==> config.mk <==
export PLATFORM = sky130hd
export DESIGN_NAME = msp430_bb_ext_arbiter
export DESIGN_NICKNAME = d
export VERILOG_FILES = /design/src/rtl/msp430_bb_arb_pkg.sv /design/src/rtl/msp430_rr_arbiter.sv /design/src/rtl/msp430_bb_ext_arbiter.sv
export SDC_FILE = /design/constraint.sdc
export NUM_CORES = 1
export LEC_CHECK = 0
export CORE_AREA = 4 4 473 475
export CTS_CLUSTER_SIZE = 12
export DETAILED_ROUTE_END_ITERATION = 6
export DIE_AREA = 0 0 477 479
export MAX_ROUTING_LAYER = met4
export PLACE_DENSITY_LB_ADDON = 0.2
export SYNTH_ARGS = -nofsm -noshare
export SYNTH_HDL_FRONTEND = slang
export SYNTH_SLANG_ARGS = --single-unit
==> constraint.sdc <==
create_clock -name clk -period 5.8 [get_ports clk]
set_input_delay 1.16 -clock clk [delete_from_list [all_inputs] [get_ports clk]]
set_output_delay 1.16 -clock clk [all_outputs]
set_load 0.01 [all_outputs]
==> src/rtl/msp430_bb_arb_pkg.sv <==
// Shared types and helpers for the Blackbone external-port arbiter.
// Consumers: msp430_rr_arbiter and msp430_bb_ext_arbiter.
package msp430_bb_arb_pkg;

    typedef enum logic [1:0] {
        IDLE  = 2'd0,
        ISSUE = 2'd1,
        WAIT  = 2'd2,
        ACK   = 2'd3
    } arb_state_t;

    // Latency counter width; RD_LATENCY is limited to 1..15.
    localparam int CNT_W = $clog2(16);

    // Index width that never collapses to zero for a single requester.
    function automatic int clog2_min1(input int n);
        return (n <= 1) ? 1 : $clog2(n);
    endfunction

endpackage

==> src/rtl/msp430_rr_arbiter.sv <==
// Combinational round-robin selector: searches from last+1 upward, wrapping to 0.
// Generic enough to be reused for NoC port or debug-ring sharing.
module msp430_rr_arbiter
    import msp430_bb_arb_pkg::*;
#(
    parameter int N  = 16,
    parameter int IW = clog2_min1(N)
) (
    input  logic [N-1:0]  req,
    input  logic [IW-1:0] last,
    output logic [N-1:0]  gnt,
    output logic [IW-1:0] gnt_idx
);

    always_comb begin
        logic          found;
        logic [IW-1:0] idx;
        gnt     = '0;
        gnt_idx = '0;
        found   = 1'b0;
        idx     = '0;
        // i == N wraps back onto last itself, so a lone repeat requester still wins.
        for (int i = 1; i <= N; i++) begin
            idx = IW'((int'(last) + i) % N);
            if (!found && req[idx]) begin
                found        = 1'b1;
                gnt[idx]     = 1'b1;
                gnt_idx      = idx;
            end
        end
    end

endmodule

==> src/rtl/msp430_bb_ext_arbiter.sv <==
// Serialises per-tile bb_ext requests onto one fixed-latency memory port.
// Optional MSP430_BB_ARB_LOCK_EN: a locking requester keeps the grant for back-to-back accesses.
module msp430_bb_ext_arbiter
    import msp430_bb_arb_pkg::*;
#(
    parameter int AW         = 32,
    parameter int DW         = 32,
    parameter int NODES      = 16,
    parameter int RD_LATENCY = 1
) (
    input  logic                      clk,
    input  logic                      rst,
    input  logic [NODES-1:0][AW-1:0]  req_addr,
    input  logic [NODES-1:0][DW-1:0]  req_din,
    input  logic [NODES-1:0]          req_en,
    input  logic [NODES-1:0]          req_we,
    input  logic [NODES-1:0]          req_lock,
    output logic [NODES-1:0]          ack,
    output logic [DW-1:0]             rdata,
    output logic [AW-1:0]             mem_addr,
    output logic [DW-1:0]             mem_din,
    output logic                      mem_en,
    output logic                      mem_we,
    input  logic [DW-1:0]             mem_dout
);

    localparam int IW = clog2_min1(NODES);

    arb_state_t       state_q, state_d;
    logic [IW-1:0]    last_q, last_d;
    logic [NODES-1:0] gnt_q, gnt_d;
    logic [CNT_W-1:0] cnt_q, cnt_d;
    logic [AW-1:0]    addr_q, addr_d;
    logic [DW-1:0]    din_q, din_d;
    logic             we_q, we_d;
    logic [DW-1:0]    rdata_q, rdata_d;

    logic [NODES-1:0] rr_gnt;
    logic [IW-1:0]    rr_idx;
    logic [NODES-1:0] sel_oh;
    logic [IW-1:0]    sel_idx;

    msp430_rr_arbiter #(
        .N  (NODES),
        .IW (IW)
    ) u_rr (
        .req     (req_en),
        .last    (last_q),
        .gnt     (rr_gnt),
        .gnt_idx (rr_idx)
    );

`ifdef MSP430_BB_ARB_LOCK_EN
    logic lock_hit;
    assign lock_hit = req_en[last_q] & req_lock[last_q];
    assign sel_idx  = lock_hit ? last_q : rr_idx;
    assign sel_oh   = lock_hit ? (NODES'(1) << last_q) : rr_gnt;
`else
    logic unused_lock;
    assign unused_lock = ^req_lock;
    assign sel_idx     = rr_idx;
    assign sel_oh      = rr_gnt;
`endif

    always_comb begin
        state_d = state_q;
        last_d  = last_q;
        gnt_d   = gnt_q;
        cnt_d   = cnt_q;
        addr_d  = addr_q;
        din_d   = din_q;
        we_d    = we_q;
        rdata_d = rdata_q;
        case (state_q)
            IDLE: begin
                if (|req_en) begin
                    state_d = ISSUE;
                    last_d  = sel_idx;
                    gnt_d   = sel_oh;
                    addr_d  = req_addr[sel_idx];
                    din_d   = req_din[sel_idx];
                    we_d    = req_we[sel_idx];
                    cnt_d   = CNT_W'(RD_LATENCY);
                end
            end
            ISSUE: state_d = WAIT;
            WAIT: begin
                cnt_d = cnt_q - CNT_W'(1);
                // Last wait cycle is exactly RD_LATENCY cycles after mem_en.
                if (cnt_q == CNT_W'(1)) begin
                    rdata_d = mem_dout;
                    state_d = ACK;
                end
            end
            ACK:     state_d = IDLE;
            default: state_d = IDLE;
        endcase
    end

    always_ff @(posedge clk or posedge rst) begin
        if (rst) begin
            state_q <= IDLE;
            last_q  <= IW'(NODES - 1);
            gnt_q   <= '0;
            cnt_q   <= '0;
            addr_q  <= '0;
            din_q   <= '0;
            we_q    <= 1'b0;
            rdata_q <= '0;
        end else begin
            state_q <= state_d;
            last_q  <= last_d;
            gnt_q   <= gnt_d;
            cnt_q   <= cnt_d;
            addr_q  <= addr_d;
            din_q   <= din_d;
            we_q    <= we_d;
            rdata_q <= rdata_d;
        end
    end

    // Decoded from state so that reset removes strobes in the same cycle.
    assign mem_en   = (state_q == ISSUE);
    assign ack      = (state_q == ACK) ? gnt_q : '0;
    assign mem_addr = addr_q;
    assign mem_din  = din_q;
    assign mem_we   = we_q;
    assign rdata    = rdata_q;

endmodule

==> metrics <==
WS Path Type flop to flop; Ports 1220; Synth Warn # 0; crit start category flop; core area 0.219 sq mm; ranking of synthesized cells by area mux2i_1, dfrtp_1, a21oi_1; hpwl dp 175000 um; largest net degree at the start of global routing 65; CP required 6260 ps; Synth cell types 84; CP top delay family compound AO/OA/AOI/OAI gates; register area share after synthesis 16.3%; Mapped Area 0.0190 sq mm; Avg WL per Cell 30.0 um; crit path to mem_din[7]; Worst Hold Launch rdata[18]; syn nets 3570; Sink Count 123; RSZ-0062 raised after global routing false; gr usage total 17.5%; Period Utilization, post-route 95.0%; Commonest cells post-synth mux2i_1, nand2_1, a21oi_1; Clk Latency, worst-skew pair 540 ps; Slew headroom 23.7%; Reg area 0.00309 sq mm; vias in the first global route 27400; routed vias 26900; Worst setup EP type flop; effective utilization at floorplan 8.65%; max-slew violation count 0; DRT Wirelength 203000 um; CP max-delay cell dfstp_4; die width 477 um; Die Y 479 um; CP cell instances clkinv_1 > ha_1 > a21boi_0 > xnor2_2 > buf_4 > mux4_2 > nor3_4 > nand4_2 > a311oi_1 > buf_4 > a2bb2oi_4 > buf_12 > buf_12 > a21oi_1 > a22oi_1 > buf_4 > mux2i_1 > o221ai_1; worst-case clock buffer depth 2; crit-path max FO 29; Worst-Margin Slew 1150 ps; Die ar. 0.228 sq mm; Syn-to-layout area delta 100%; # H-tree levels 4; Mapped Cells 2440; initial drt markers 2157; DRT Pass-1 Iters 7; FFs w/ async S/R, synth 100%; Critical Path AT 5970 ps; Fin Setup TNS 0 ps; FILL cells 24800; Rows 172; Final min period 5510 ps; RR Startpoint last_q[2]; Worst path depth 18; hold crit path type flop to flop; RD Place Congestion 0.917; Final ANT Viol Nets 0; worst stage delay on the critical path 780 ps; Buf+Inv Stages, Crit Path 6; layout cells sized above 1 14.3%; violated checks DRC; Clock Pin Slew Worst Setup and Hold Paths 100 ps; first-pass GRT wire length 263000 um; area occupied by multi-input gates 0.0146 sq mm; crit-path most repeated cell buf_4; number of vias per cell 3.98; post-synth top area share 22.0%; worst hold slack 516 ps; grt ovf 0; initial antenna violation count 153; Reg2Reg Setup Slack 290 ps; mean area per synthesized cell 7.77 sq um; R2R Path End mem_din[7]; Critical path origin last_q[2]; area leader, netlist mux2i_1; status finished, violations left; Port-buffer cells 1203; #FFs+latches synth 123; max cap viols 0; CTS tree built; DR DRC count 1; top-count cell post-synth mux2i_1; Post-synth top flop dfrtp_1; Final Hold Viols 0; Post-synth EDFFs 0; cts bufs inserted 17; FF-to-FF path depth 18; final setup vio count 0; fmax 0.182 GHz; Nets 4937; CTS Root Cell clkbuf_16; Clock Skew 33.4 ps
[area by class of cell]
class                   instances  share of cell area (%)
clock inverters                15                   0.403
repair buffers               1598                    41.6
multi-input cells            2042                    38.5
flip-flops and latches        123                    8.14
diodes                         67                   0.442
well taps                    2871                    9.47
inverters                      25                   0.267
clock buffers                  17                    1.12
[flip-flops by register name, summed over array words and instances (netlist names)]
| name | count |
|---|---|
| gnt_q | 16 |
| mem_din | 32 |
| cnt_q | 4 |
| state_q | 2 |
| rdata | 32 |
| last_q | 4 |
| mem_addr | 32 |
| mem_we | 1 |
[through the flow]
step	instances	setup WS, ps	area (sq um)	util [%]
floorplan	2440	885	19000	-
detailed placement	6658	-519	37100	16.9
global route	6752	11.8	37900	17.3
CTS	6690	4.76	37700	17.2
finish	6758	292	37900	17.3
global placement	6658	-513	37100	16.9
[cells in the final DEF, fill, tap and decap left out, types with 62 or more instances in the layout]
cell type / n
clkdlybuf4s50_1: 1203
a22oi_1: 208
buf_12: 62
a222oi_1: 66
buf_4: 333
a21oi_1: 364
dfrtp_1: 119
mux2i_1: 415
and2_1: 87
nand2_1: 406
o221ai_1: 70
diode_2: 67
[worst min path at each step]
| stage | end | slack, ps | cells after the start |
|---|---|---|---|
| after floorplan | gnt_q[7] | 490 | 2 |
| after global placement | rdata[9] | 490 | 1 |
| after detailed placement | rdata[27] | 490 | 1 |
| after CTS | rdata[12] | 520 | 1 |
| after global routing | rdata[7] | 530 | 1 |
| final | rdata[18] | 520 | 1 |
[logic make-up (layout without fill, tap and decap cells)]
family / Yosys count / count (layout) / synth area share (%)
multiplexers: 491 / 491 / 28.1
XOR/XNOR: 13 / 13 / 0.739
adder cells (fa/ha/maj): 24 / 24 / 1.58
other: 0 / 67 / 0
AO/OA/AOI/OAI: 861 / 861 / 30.4
flip-flops: 123 / 123 / 16.3
AND/OR/NAND/NOR: 653 / 653 / 15.6
buffers and inverters: 275 / 1655 / 7.40
[worst register-to-register path, stage by stage (launching register included)]
cell and delay, ps:
dfstp_4 780, clkinv_1 160, ha_1 270, a21boi_0 180, xnor2_2 560, buf_4 310
mux4_2 410, nor3_4 230, nand4_2 150, a311oi_1 280, buf_4 200, a2bb2oi_4 230
buf_12 280, buf_12 310, a21oi_1 80, a22oi_1 510, buf_4 260, mux2i_1 70
o221ai_1 180
[per-layer routing]
metal,global-route usage (%),vias to the layer above,wire [um]
met2,31.1,1301,105000
met5,-,-,0
met4,3.42,0,4270
li1,-,12200,-
met3,4.54,225,13000
met1,19.6,13200,80900
[what timing repair did]
item | in CTS | in global routing
endpoints found under the setup margin | 4 | 4
setup buffers | 0 | 1
hold buffers | 0 | 0
gates cloned | 0 | 0
pin swaps | 0 | 2
resized for setup | 1 | 4
Power is not shown: default switching activity piles up to over one toggle a cycle in this logic, so the estimate is an artifact.
